<file path="config.mk">
export PLATFORM = sky130hd
export DESIGN_NAME = sync_param_update_flat
export DESIGN_NICKNAME = d
export VERILOG_FILES = /design/src/rtl/sync_param_update_pkg.sv /design/src/rtl/sync_param_update_if.sv /design/src/rtl/sync_param_update_stable_filter.sv /design/src/rtl/sync_param_update.sv /design/src/flat_wrapper.sv
export SDC_FILE = /design/constraint.sdc
export NUM_CORES = 1
export LEC_CHECK = 0
export CORE_MARGIN = 5
export CORE_UTILIZATION = 47
export DETAILED_ROUTE_END_ITERATION = 8
export GPL_ROUTABILITY_DRIVEN = 0
export HOLD_SLACK_MARGIN = 0.08
export PLACE_DENSITY = 0.8
export SLEW_MARGIN = 15
export SYNTH_ARGS = -nofsm -noshare
export SYNTH_HDL_FRONTEND = slang
export SYNTH_SLANG_ARGS = --single-unit
</file>
<file path="constraint.sdc">
create_clock -name clk -period 1.75 [get_ports clk]
set_input_delay 0.4375 -clock clk [delete_from_list [all_inputs] [get_ports clk]]
set_output_delay 0.4375 -clock clk [all_outputs]
set_load 0.005 [all_outputs]
</file>
<file path="src/rtl/sync_param_update_pkg.sv">
// ----------------------------------------------------------------------------
// sync_param_pkg
// Shared types and helpers for the synchronized-parameter update path.
//   sp_state_t : commit FSM states (IDLE / SETTLE / PENDING)
//   cnt_width  : bits needed to hold a count from 0 up to and including n
// ----------------------------------------------------------------------------
package sync_param_pkg;

    typedef enum logic [1:0] {
        IDLE    = 2'd0,
        SETTLE  = 2'd1,
        PENDING = 2'd2
    } sp_state_t;

    // A saturating counter that must reach n needs room for the value n itself.
    function automatic int cnt_width(input int n);
        return $clog2(n + 1);
    endfunction

endpackage

</file>
<file path="src/rtl/sync_param_update_if.sv">
// ----------------------------------------------------------------------------
// sync_param_update_if
// Bundles the parameter word, frame marker and commit outputs of
// sync_param_update.
//   din_sync    : synchronized parameter word (master -> slave)
//   frame_start : one-cycle frame-boundary pulse (master -> slave)
//   force_load  : immediate commit request, only with SYNC_PARAM_FORCE_EN
//   param_out   : committed parameter (slave -> master)
//   param_upd   : one-cycle pulse when param_out changed (slave -> master)
//   pending     : qualified value awaiting a frame boundary (slave -> master)
// Optional feature macro: SYNC_PARAM_FORCE_EN
// ----------------------------------------------------------------------------
interface sync_param_update_if #(
    parameter int C_DATA_WIDTH = 8
);
    logic [C_DATA_WIDTH-1:0] din_sync;
    logic                    frame_start;
    logic [C_DATA_WIDTH-1:0] param_out;
    logic                    param_upd;
    logic                    pending;
`ifdef SYNC_PARAM_FORCE_EN
    logic                    force_load;

    modport master (
        output din_sync, frame_start, force_load,
        input  param_out, param_upd, pending
    );

    modport slave (
        input  din_sync, frame_start, force_load,
        output param_out, param_upd, pending
    );
`else
    modport master (
        output din_sync, frame_start,
        input  param_out, param_upd, pending
    );

    modport slave (
        input  din_sync, frame_start,
        output param_out, param_upd, pending
    );
`endif
endinterface

</file>
<file path="src/rtl/sync_param_update_stable_filter.sv">
// ----------------------------------------------------------------------------
// sync_stable_filter
// Stability qualifier for a bus coming out of a two-flop synchronizer. A value
// is "qualified" once it has been sampled identically for C_STABLE_CYCLES
// consecutive cycles plus the current one, which rejects skewed transitions
// where the bits of a multi-bit word arrive on different cycles.
// Ports:
//   clk, rst   : clock, synchronous active-high reset
//   din        : synchronized input word
//   last_din   : din registered one cycle earlier
//   changed    : din differs from last_din this cycle
//   qualified  : stability count saturated and no change this cycle
// C_STABLE_CYCLES is expected to be at least 2.
// ----------------------------------------------------------------------------
module sync_stable_filter
    import sync_param_pkg::*;
#(
    parameter int                    C_DATA_WIDTH    = 8,
    parameter int                    C_STABLE_CYCLES = 4,
    parameter logic [C_DATA_WIDTH-1:0] C_INIT_VALUE  = '0
) (
    input  logic                    clk,
    input  logic                    rst,
    input  logic [C_DATA_WIDTH-1:0] din,
    output logic [C_DATA_WIDTH-1:0] last_din,
    output logic                    changed,
    output logic                    qualified
);

    localparam int                 C_CNT_W   = cnt_width(C_STABLE_CYCLES);
    localparam logic [C_CNT_W-1:0] C_CNT_MAX = C_CNT_W'(C_STABLE_CYCLES);

    logic [C_DATA_WIDTH-1:0] last_din_q, last_din_d;
    logic [C_CNT_W-1:0]      stab_cnt_q, stab_cnt_d;

    // Change detection and the run-length counter. A change restarts the run
    // at 1 because the new value has already been seen once (this cycle).
    always_comb begin
        last_din_d = din;
        changed    = (din != last_din_q);
        stab_cnt_d = stab_cnt_q;
        if (changed) begin
            stab_cnt_d = C_CNT_W'(1);
        end else if (stab_cnt_q != C_CNT_MAX) begin
            stab_cnt_d = stab_cnt_q + C_CNT_W'(1);
        end
    end

    // Sample history and run length.
    always_ff @(posedge clk) begin
        if (rst) begin
            last_din_q <= C_INIT_VALUE;
            stab_cnt_q <= '0;
        end else begin
            last_din_q <= last_din_d;
            stab_cnt_q <= stab_cnt_d;
        end
    end

    assign last_din  = last_din_q;
    assign qualified = (stab_cnt_q == C_CNT_MAX) && !changed;

endmodule

</file>
<file path="src/rtl/sync_param_update.sv">
// ----------------------------------------------------------------------------
// sync_param_update
// Takes a synchronized multi-bit parameter word, waits until it has been
// stable long enough to trust, and commits it to param_out only at a frame
// boundary so a downstream scaler never sees a mid-frame change.
// Ports:
//   clk  : processing clock (single domain)
//   rst  : synchronous active-high reset
//   bus  : sync_param_update_if.slave carrying din_sync, frame_start,
//          param_out, param_upd, pending (and force_load, see below)
// Optional feature macro: SYNC_PARAM_FORCE_EN
//   When defined, bus.force_load commits immediately: the waiting candidate
//   in PENDING, or the last sampled word (bypassing stability) otherwise.
// ----------------------------------------------------------------------------
module sync_param_update
    import sync_param_pkg::*;
#(
    parameter int                      C_DATA_WIDTH    = 8,
    parameter int                      C_STABLE_CYCLES = 4,
    parameter logic [C_DATA_WIDTH-1:0] C_INIT_VALUE    = '0
) (
    input logic               clk,
    input logic               rst,
    sync_param_update_if.slave bus
);

    sp_state_t               state_q, state_d;
    logic [C_DATA_WIDTH-1:0] candidate_q, candidate_d;
    logic [C_DATA_WIDTH-1:0] param_out_q, param_out_d;
    logic                    param_upd_q, param_upd_d;

    logic [C_DATA_WIDTH-1:0] last_din;
    logic                    changed;
    logic                    qualified;
    logic                    force_req;
    logic                    commit;
    logic [C_DATA_WIDTH-1:0] commit_val;

`ifdef SYNC_PARAM_FORCE_EN
    assign force_req = bus.force_load;
`else
    assign force_req = 1'b0;
`endif

    sync_stable_filter #(
        .C_DATA_WIDTH    (C_DATA_WIDTH),
        .C_STABLE_CYCLES (C_STABLE_CYCLES),
        .C_INIT_VALUE    (C_INIT_VALUE)
    ) u_filter (
        .clk       (clk),
        .rst       (rst),
        .din       (bus.din_sync),
        .last_din  (last_din),
        .changed   (changed),
        .qualified (qualified)
    );

    // Commit decision. In PENDING a frame boundary (or force) loads the
    // candidate. Outside PENDING only force can commit, and it takes the last
    // sampled word directly. Forced commits are held off for one cycle after
    // an update so param_upd can never pulse on back-to-back cycles, and no
    // commit happens if it would not change param_out.
    always_comb begin
        commit     = 1'b0;
        commit_val = candidate_q;
        case (state_q)
            PENDING: begin
                if ((bus.frame_start || force_req) && (candidate_q != param_out_q)) begin
                    commit = 1'b1;
                end
            end
            default: begin
                if (force_req && (last_din != param_out_q) && !param_upd_q) begin
                    commit     = 1'b1;
                    commit_val = last_din;
                end
            end
        endcase
    end

    // State register together with the datapath registers it controls.
    always_ff @(posedge clk) begin
        if (rst) begin
            state_q     <= IDLE;
            candidate_q <= C_INIT_VALUE;
            param_out_q <= C_INIT_VALUE;
            param_upd_q <= 1'b0;
        end else begin
            state_q     <= state_d;
            candidate_q <= candidate_d;
            param_out_q <= param_out_d;
            param_upd_q <= param_upd_d;
        end
    end

    // Next-state logic. Leaving PENDING on a frame boundary while the input
    // moves at the same time goes straight to SETTLE so the new value starts
    // its stability run from scratch after the commit.
    always_comb begin
        state_d = state_q;
        case (state_q)
            IDLE: begin
                if (changed) begin
                    state_d = SETTLE;
                end
            end
            SETTLE: begin
                if (commit) begin
                    state_d = changed ? SETTLE : IDLE;
                end else if (qualified) begin
                    state_d = (last_din != param_out_q) ? PENDING : IDLE;
                end
            end
            PENDING: begin
                if (bus.frame_start || force_req) begin
                    state_d = changed ? SETTLE : IDLE;
                end else if (changed) begin
                    state_d = SETTLE;
                end
            end
            default: begin
                state_d = IDLE;
            end
        endcase
    end

    // Output/datapath logic. The candidate is captured on qualification in
    // SETTLE; when PENDING is abandoned on a change it is simply overwritten
    // at the next qualification, so no explicit clear is needed.
    always_comb begin
        candidate_d = candidate_q;
        param_out_d = param_out_q;
        param_upd_d = commit;
        if (commit) begin
            param_out_d = commit_val;
        end
        if ((state_q == SETTLE) && !commit && qualified && (last_din != param_out_q)) begin
            candidate_d = last_din;
        end
    end

    assign bus.param_out = param_out_q;
    assign bus.param_upd = param_upd_q;
    assign bus.pending   = (state_q == PENDING);

endmodule

</file>
<file path="src/flat_wrapper.sv">
// flat-port wrapper written by rule: the top's interface ports become plain ports
module sync_param_update_flat import sync_param_pkg::*;
#(
    parameter int                      C_DATA_WIDTH    = 8,
    parameter int                      C_STABLE_CYCLES = 4,
    parameter logic [C_DATA_WIDTH-1:0] C_INIT_VALUE    = '0
)
  (clk, rst, bus_din_sync, bus_frame_start, bus_param_out, bus_param_upd, bus_pending);
  sync_param_update_if #(.C_DATA_WIDTH(C_DATA_WIDTH)) bus_i ();
  input logic clk;
  input logic rst;
  input wire logic [$bits(bus_i.din_sync)-1:0] bus_din_sync;
  input wire logic [$bits(bus_i.frame_start)-1:0] bus_frame_start;
  output wire logic [$bits(bus_i.param_out)-1:0] bus_param_out;
  output wire logic [$bits(bus_i.param_upd)-1:0] bus_param_upd;
  output wire logic [$bits(bus_i.pending)-1:0] bus_pending;
  assign bus_i.din_sync = bus_din_sync;
  assign bus_i.frame_start = bus_frame_start;
  assign bus_param_out = bus_i.param_out;
  assign bus_param_upd = bus_i.param_upd;
  assign bus_pending = bus_i.pending;
  sync_param_update #(.C_DATA_WIDTH(C_DATA_WIDTH), .C_STABLE_CYCLES(C_STABLE_CYCLES), .C_INIT_VALUE(C_INIT_VALUE)) u_core (.clk(clk), .rst(rst), .bus(bus_i));
endmodule
</file>
Word-level counts from Yosys, hierarchy flattened. Index checks and enable logic that the tools add are counted.

Bits in registers: 30. Input bits: 11. Output and inout bits: 10. Word-level logic and storage cells: 37.

$add $sub $neg: 1. Eq/ne operators: 8. Mux-type cells: 11. Reduce and logical (&&, ||, !) cells: 10.

Operators by type and width (count): $ne A8 B8 Y1 (3); $mux W2 (5); $pmux W2 S3 (1); $logic_and A1 B1 Y1 (5); $mux W1 (5); $add A3 B1 Y3 const B (1); $eq A3 B3 Y1 const B (1); $ne A3 B1 Y1 const B (1); $ne A3 B3 Y1 const B (1); $eq A2 B1 Y1 const B (1); $eq A2 B2 Y1 const B (1); $logic_not A1 Y1 (2); $logic_not A2 Y1 (1); $reduce_bool A2 Y1 (1); $reduce_or A2 Y1 (1).

Longest topological paths before layout. Gate-level depths: netlist of the first run.

Depth in word-level cells: 8. Gate-level depth with buffers: 5. Depth with buffers taken out: 5.

By module. Synthesis of the first run repeated with hierarchy kept, for this count alone.

Cells, all modules: 142. Area total of the unflattened synthesis: 1390.1 sq um.

By module, submodules not included: sync_param_update (instances 1, cells an instance 97, area each 915.9 sq um, seq. area each 380.4 sq um); sync_stable_filter (instances 1, cells an instance 45, area each 474.2 sq um, seq. area each 220.2 sq um).

Worst setup path before layout of the first run. OpenSTA, ideal clock, no wires.

Path kind: input to register. From: input bus_din_sync[7]. To: register u_core.candidate_q[0]. Setup time: 72 ps. Data arrival time: 1681 ps. Required time: 1678 ps. Setup slack: -2 ps. Cell stages on the path: 5. Buffers on the path: 0. Cell sequence: xor2_1 -> nor4_4 -> nand2_2 -> nor3_4 -> mux2i_1.

Word-level cells in the longest chain between the ends: 5.

Ends and longest elaborated chain: start, declared (line flat_wrapper.sv:12) `input wire logic [$bits(bus_i.din_sync)-1:0] bus_din_sync;`; $ne A8 B8 Y1 (line sync_param_update_stable_filter.sv:40) `changed = (din != last_din_q);`; $logic_not A1 Y1 (line sync_param_update_stable_filter.sv:61) `assign qualified = (stab_cnt_q == C_CNT_MAX) && !changed;`; $logic_and A1 B1 Y1 (line sync_param_update_stable_filter.sv:61); $logic_and A1 B1 Y1 (2 in a row) (line sync_param_update.sv:137) `if ((state_q == SETTLE) && !commit && qualified && (last_din != param_out_q)) begin`; end signal, assigned (line sync_param_update.sv:90) `candidate_q <= candidate_d;`; end, declared (line sync_param_update.sv:28) `logic [C_DATA_WIDTH-1:0] candidate_q, candidate_d;`.

Every way passes these cells. A chain may end at the register's enable or synchronous reset.

Worst setup path after layout of the first run.
From: register u_core.param_out_q[1], in the netlist u_core.bus.param_out[1]. To: output bus_param_out[1].

RTL lines: start, declared (line sync_param_update.sv:29) `logic [C_DATA_WIDTH-1:0] param_out_q, param_out_d;`; start signal, assigned (line sync_param_update.sv:91) `param_out_q <= param_out_d;`; end, declared (line flat_wrapper.sv:14) `output wire logic [$bits(bus_i.param_out)-1:0] bus_param_out;`.

No word-level cell between the ends.

==> results of run 1 <==
## metal layers
metal	up-vias	part of all wire	GRT usage
met3	5	0.042	0.05026
met1	495	0.45	0.1848
met2	19	0.49	0.2452
met5	-	0	0
met4	0	0.019	0.07124
li1	515	-	-
## logic make-up after synthesis
logic type                 Yosys count  share of synthesized area
adders and majority gates            2                    0.01768
DFF                                 30                     0.4244
AOI/OAI and AO/OA                    7                    0.03272
xor gates and xnor gates            25                     0.1547
buffers and inverters                6                    0.01591
muxes                               17                     0.1202
and+or+nand+nor                     50                     0.2343
## flip-flops by register name, summed over array words and instances, names as in the netlist
name and count:
u_core.u_filter.stab_cnt_q 3, u_core.state_q 2, u_core.bus.param_upd 1, u_core.u_filter.last_din 8, u_core.candidate_q 8, u_core.bus.param_out 8
## cell usage after synthesis, types with 2 or more instances
library cell  number
nor2b_1           11
nand2_1            2
clkbuf_1           4
nor4_4             2
ha_1               2
inv_1              2
nor4_1             2
dfxtp_1           30
mux2i_1           17
nor2_1             8
o21ai_0            2
nor3_1             2
xor2_1            16
nand4_1            3
xnor2_1            9
or2b_1             2
nand2b_1          14
## stage by stage
stage	total power (uW)	instance area, um2	util	hold WS, ps	cells
after floorplan	797.3	1415	-	431.8	137
after global placement	844.0	1714	0.5756	444.4	194
after detailed placement	847.4	1714	0.5756	456.9	194
after CTS	1289	1790	0.6013	457.7	202
after global routing	1345	1866	0.6265	379.1	203
final	1271	1866	0.6265	393.8	203
## power by group
group | internal (uW) | total, uW | switching (uW)
registers | 696 | 715 | 18.0
clock network | 194 | 430 | 235
logic | 68.9 | 127 | 57.9
## layout make-up
type / instances / area, um2
clock inverter: 1 / 5.005
multi-input combinational: 101 / 843.3
clock buffer: 7 / 55.05
timing repair buffer: 29 / 301.5
tap: 33 / 41.29
sequential: 30 / 611.8
inverter: 2 / 7.507
fill: 236 / 1112
## worst min-delay path by stage
| stage | to | slack, ps | cells after the start |
|---|---|---|---|
| after CTS | u_core.state_q[0] | 460 | 1 |
| final | u_core.u_filter.last_din[7] | 390 | 2 |
| after detailed placement | u_core.state_q[0] | 460 | 1 |
| after floorplan | u_core.state_q[0] | 430 | 1 |
| after global routing | u_core.u_filter.last_din[7] | 380 | 2 |
| after global placement | u_core.state_q[0] | 440 | 1 |
## repair_timing
item / 4_1_cts / 5_1_grt
setup endpoints to repair: 7 / 13
gates cloned: 0 / 0
pin swaps: 1 / 4
resized for setup: 9 / 18
buffers inserted: 0 / 1
==> impl_metrics.env, run 1 <==
export IMPL_hold_viol_final=0
export IMPL_max_freq_ghz=0.5990
export IMPL_cts_path_max_buffers=2
export IMPL_row_count=20
export IMPL_period_share=0.9540
export IMPL_antenna_found_initial=0
export IMPL_finClkSkew_ps=8.562
export IMPL_crit_path_start="u_core.bus.param_out[1]"
export IMPL_finalCriticalPeriod_ps=1670
export IMPL_vias=1034
export IMPL_drt_iter0_markers=21
export IMPL_nNetsFinal=182
export IMPL_rsz0062_at_grt="false"
export IMPL_worst_slew_pin_slew_ps=397.2
export IMPL_routed_wl_um=2754
export IMPL_end_kind="primary output"
export IMPL_die_x_um=64.87
export IMPL_yosysTopAreaCellShare=0.4244
export IMPL_io_buffers=20
export IMPL_remaining_drc_errors=0
export IMPL_crit_end="bus_param_out[1]"
export IMPL_htreeDepth=2
export IMPL_initial_core_util=0.4752
export IMPL_synth_top_cells_by_area="dfxtp_1 42%, mux2i_1 12%, xor2_1 9.9%"
export IMPL_gr_total_overflow=0
export IMPL_path_clk_slew_ps=90
export IMPL_cpLargestDelayFamily="buffers and inverters"
export IMPL_worst_slack_ps=80.48
export IMPL_powerDensity_nw_per_um2=681.3
export IMPL_cts_inserted_buffers=5
export IMPL_slew_headroom=0.7327
export IMPL_cp_slowest_cell="clkdlybuf4s50_1"
export IMPL_dieHeight_um=64.87
export IMPL_hold_buffers=0
export IMPL_ys_ff_latch=30
export IMPL_synth_enable_flop_cells=0
export IMPL_ios=21
export IMPL_clockRootBuffer="clkbuf_4"
export IMPL_clock_sinks=30
export IMPL_place_ws_ps=-358.4
export IMPL_detail_route_wl_per_cell_um=13.57
export IMPL_avgViaCountPerCell=5.094
export IMPL_synth_nets=150
export IMPL_required_ps=1310
export IMPL_status="finished, final reports clean"
export IMPL_syn_inst=137
export IMPL_async_flop_share=0
export IMPL_firstDrtPassIters=4
export IMPL_r2r_end="u_core.candidate_q[5]"
export IMPL_min_from="bus_din_sync[7]"
export IMPL_dp_hpwl_um=1992
export IMPL_synth_area_um2=1415
export IMPL_drv_slew=0
export IMPL_synth_cell_types=26
export IMPL_critPathBufInv=1
export IMPL_leakage_uw=0.0007561
export IMPL_reg2regPathDepth=6
export IMPL_dieArea_um2=4208
export IMPL_clock_latency_ps=330
export IMPL_layout_drive_gt1_share=0.2176
export IMPL_gr_usage_all_layers=0.1533
export IMPL_critPathArrivalTime_ps=1230
export IMPL_grt_pass1_wl_um=4926
export IMPL_area_delta_synth_final_pct=31.83
export IMPL_synth_ff_type="dfxtp_1"
export IMPL_layout_common_cells="21 x dfxtp_1, 17 x mux2i_1, 14 x nand2b_1"
export IMPL_path_cells="clkdlybuf4s50_1"
export IMPL_cp_num_cells=1
export IMPL_cp_max_fo=4
export IMPL_reg2reg_from="u_core.u_filter.last_din[2]"
export IMPL_grt_start_max_net_pins=39
export IMPL_worst_r2r_setup_slack_ps=120
export IMPL_synth_top_area_cell="dfxtp_1"
export IMPL_cts_tree="yes"
export IMPL_tns_ps=0
export IMPL_ys_seq_area_frac=0.4244
export IMPL_synth_area_per_cell_um2=10.33
export IMPL_critPathMaxStageDelay_ps=520
export IMPL_layout_commonest_cell="dfxtp_1"
export IMPL_antenna_left=0
export IMPL_irDropWorstVdd_mv=0.5019
export IMPL_grt_pass1_vias=1102
export IMPL_critical_path_class="reg -> out"
export IMPL_min_path_type="in -> reg"
export IMPL_core_um2=2978
export IMPL_start_kind="register"
export IMPL_ys_warn_count=0
export IMPL_cap_violations=0
export IMPL_n_antenna_cell=0
export IMPL_finalSetupViolations=0
(Power assumes the default switching activity.)
==> run 2: changes to the inputs <==
--- a/config.mk
+++ b/config.mk
@@ -12,3 +12,3 @@
 export HOLD_SLACK_MARGIN = 0.08
-export PLACE_DENSITY = 0.8
+export PLACE_DENSITY = 0.74
 export SLEW_MARGIN = 15
==> constraint.sdc (replaced) <==
create_clock -name clk -period 1.75 [get_ports clk]
set_input_delay 0.2625 -clock clk [delete_from_list [all_inputs] [get_ports clk]]
set_output_delay 0.2625 -clock clk [all_outputs]
set_load 0.005 [all_outputs]
==> run 2 against run 1 <==
Design area down 5.6%; total power is 5.6% lower; die area stayed put; critical endpoint is now bus_pending; via count decreased by 1.2%; highest routed layer unchanged.
==> impl_metrics.env, run 2 (same netlist as run 1, synthesis figures left out) <==
export IMPL_core_um2=2978
export IMPL_layout_common_cells="30 x dfxtp_1, 20 x clkdlybuf4s50_1, 17 x mux2i_1"
export IMPL_firstDrtPassIters=4
export IMPL_clock_latency_ps=320
export IMPL_slew_headroom=0.6717
export IMPL_remaining_drc_errors=0
export IMPL_ios=21
export IMPL_crit_path_start="u_core.state_q[1]"
export IMPL_antenna_left=0
export IMPL_r2r_end="u_core.candidate_q[0]"
export IMPL_path_cells="nor2b_2 > clkdlybuf4s50_1"
export IMPL_critPathArrivalTime_ps=1400
export IMPL_io_buffers=20
export IMPL_start_kind="register"
export IMPL_hold_viol_final=0
export IMPL_finalCriticalPeriod_ps=1665
export IMPL_cp_slowest_cell="clkdlybuf4s50_1"
export IMPL_cts_tree="yes"
export IMPL_rsz0062_at_grt="false"
export IMPL_path_clk_slew_ps=90
export IMPL_vias=1022
export IMPL_required_ps=1490
export IMPL_critical_path_class="reg -> out"
export IMPL_n_antenna_cell=0
export IMPL_clock_sinks=30
export IMPL_min_from="u_core.state_q[1]"
export IMPL_die_x_um=64.87
export IMPL_finClkSkew_ps=9.124
export IMPL_avgViaCountPerCell=5.136
export IMPL_cts_path_max_buffers=2
export IMPL_min_path_type="reg -> reg"
export IMPL_grt_start_max_net_pins=39
export IMPL_worst_slew_pin_slew_ps=487.9
export IMPL_antenna_found_initial=0
export IMPL_cpLargestDelayFamily="buffers and inverters"
export IMPL_crit_end="bus_pending"
export IMPL_leakage_uw=0.0006617
export IMPL_status="finished, final reports clean"
export IMPL_cap_violations=0
export IMPL_dp_hpwl_um=2020
export IMPL_end_kind="primary output"
export IMPL_period_share=0.9512
export IMPL_dieArea_um2=4208
export IMPL_grt_pass1_wl_um=4436
export IMPL_detail_route_wl_per_cell_um=13.48
export IMPL_critPathBufInv=1
export IMPL_cp_max_fo=3
export IMPL_area_delta_synth_final_pct=24.40
export IMPL_whs_ps=481.7
export IMPL_finalSetupViolations=0
export IMPL_critPathMaxStageDelay_ps=520
export IMPL_max_freq_ghz=0.6008
export IMPL_routed_wl_um=2683
export IMPL_worst_r2r_setup_slack_ps=120
export IMPL_reg2reg_from="u_core.u_filter.last_din[6]"
export IMPL_initial_core_util=0.4752
export IMPL_htreeDepth=2
export IMPL_nNetsFinal=179
export IMPL_row_count=20
export IMPL_gr_usage_all_layers=0.1394
export IMPL_drv_slew=0
export IMPL_powerDensity_nw_per_um2=681.4
export IMPL_gr_total_overflow=0
export IMPL_clockRootBuffer="clkbuf_4"
export IMPL_layout_drive_gt1_share=0.1084
export IMPL_irDropWorstVdd_mv=0.3583
export IMPL_drt_iter0_markers=40
export IMPL_grt_pass1_vias=1002
export IMPL_total_power_uw=1200
export IMPL_layout_commonest_cell="dfxtp_1"
export IMPL_cts_inserted_buffers=5
export IMPL_reg2regPathDepth=6
export IMPL_dieHeight_um=64.87
export IMPL_cp_num_cells=2
run 2: worst register-to-register path: cells and delay by family (launching register included):
family	cells	cell delay (ps)
AND/OR/NAND/NOR	3	640
flip-flops	1	350
multiplexers	1	200
XOR/XNOR	1	190
buffers and inverters	1	180
run 2: repair_timing:
action	CTS	global route
hold buffers	0	0
setup endpoints to repair	0	14
gates resized for setup	0	4
setup buffers	0	0
run 2: worst min path at each step:
stage	end	slack, ps	depth (start not counted)
global route	u_core.state_q[0]	520	1
global placement	u_core.state_q[0]	450	1
finish	u_core.state_q[0]	480	1
detailed placement	u_core.state_q[0]	460	1
CTS	u_core.state_q[0]	480	1
floorplan	u_core.u_filter.last_din[0]	390	1
run 2: through the flow:
stage | utilization | cells | cell area (um2) | setup slack (ps) | setup TNS (ps)
after floorplan | - | 137 | 1415 | 96.71 | 0
after global placement | 0.5706 | 192 | 1699 | -179.5 | -1508
after detailed placement | 0.5706 | 192 | 1699 | -237.3 | -1698
after CTS | 0.5857 | 199 | 1744 | 27.63 | 0
after global routing | 0.5912 | 199 | 1760 | 4.551 | 0
final | 0.5912 | 199 | 1760 | 85.49 | 0
run 2: per-layer routing:
metal,vias up,GRT usage,part of all wire
met5,-,0,0
met4,0,0.04749,0.015
met3,5,0.05546,0.040
met2,19,0.2324,0.49
met1,483,0.1613,0.45
li1,515,-,-
run 2: area by class of cell:
type | count | area, um2
clock buffers | 7 | 45.04
flip-flops and latches | 30 | 600.6
inverters | 2 | 7.507
repair buffers | 26 | 257.7
fillers | 267 | 1217
multi-input cells | 101 | 808.3
well taps | 33 | 41.29
run 2: where the power goes:
group | switching [uW] | leakage [uW] | internal, uW
sequential | 15.2 | 0.000245 | 696
clock | 216 | 0.0000254 | 151
combinational | 54.1 | 0.000392 | 66.4
==> run 3: changes to the inputs <==
TNS_END_PERCENT = 30   (was not set)
==> results of run 3 <==
The final DEF is identical to that of run 2; final timing and power are the same.
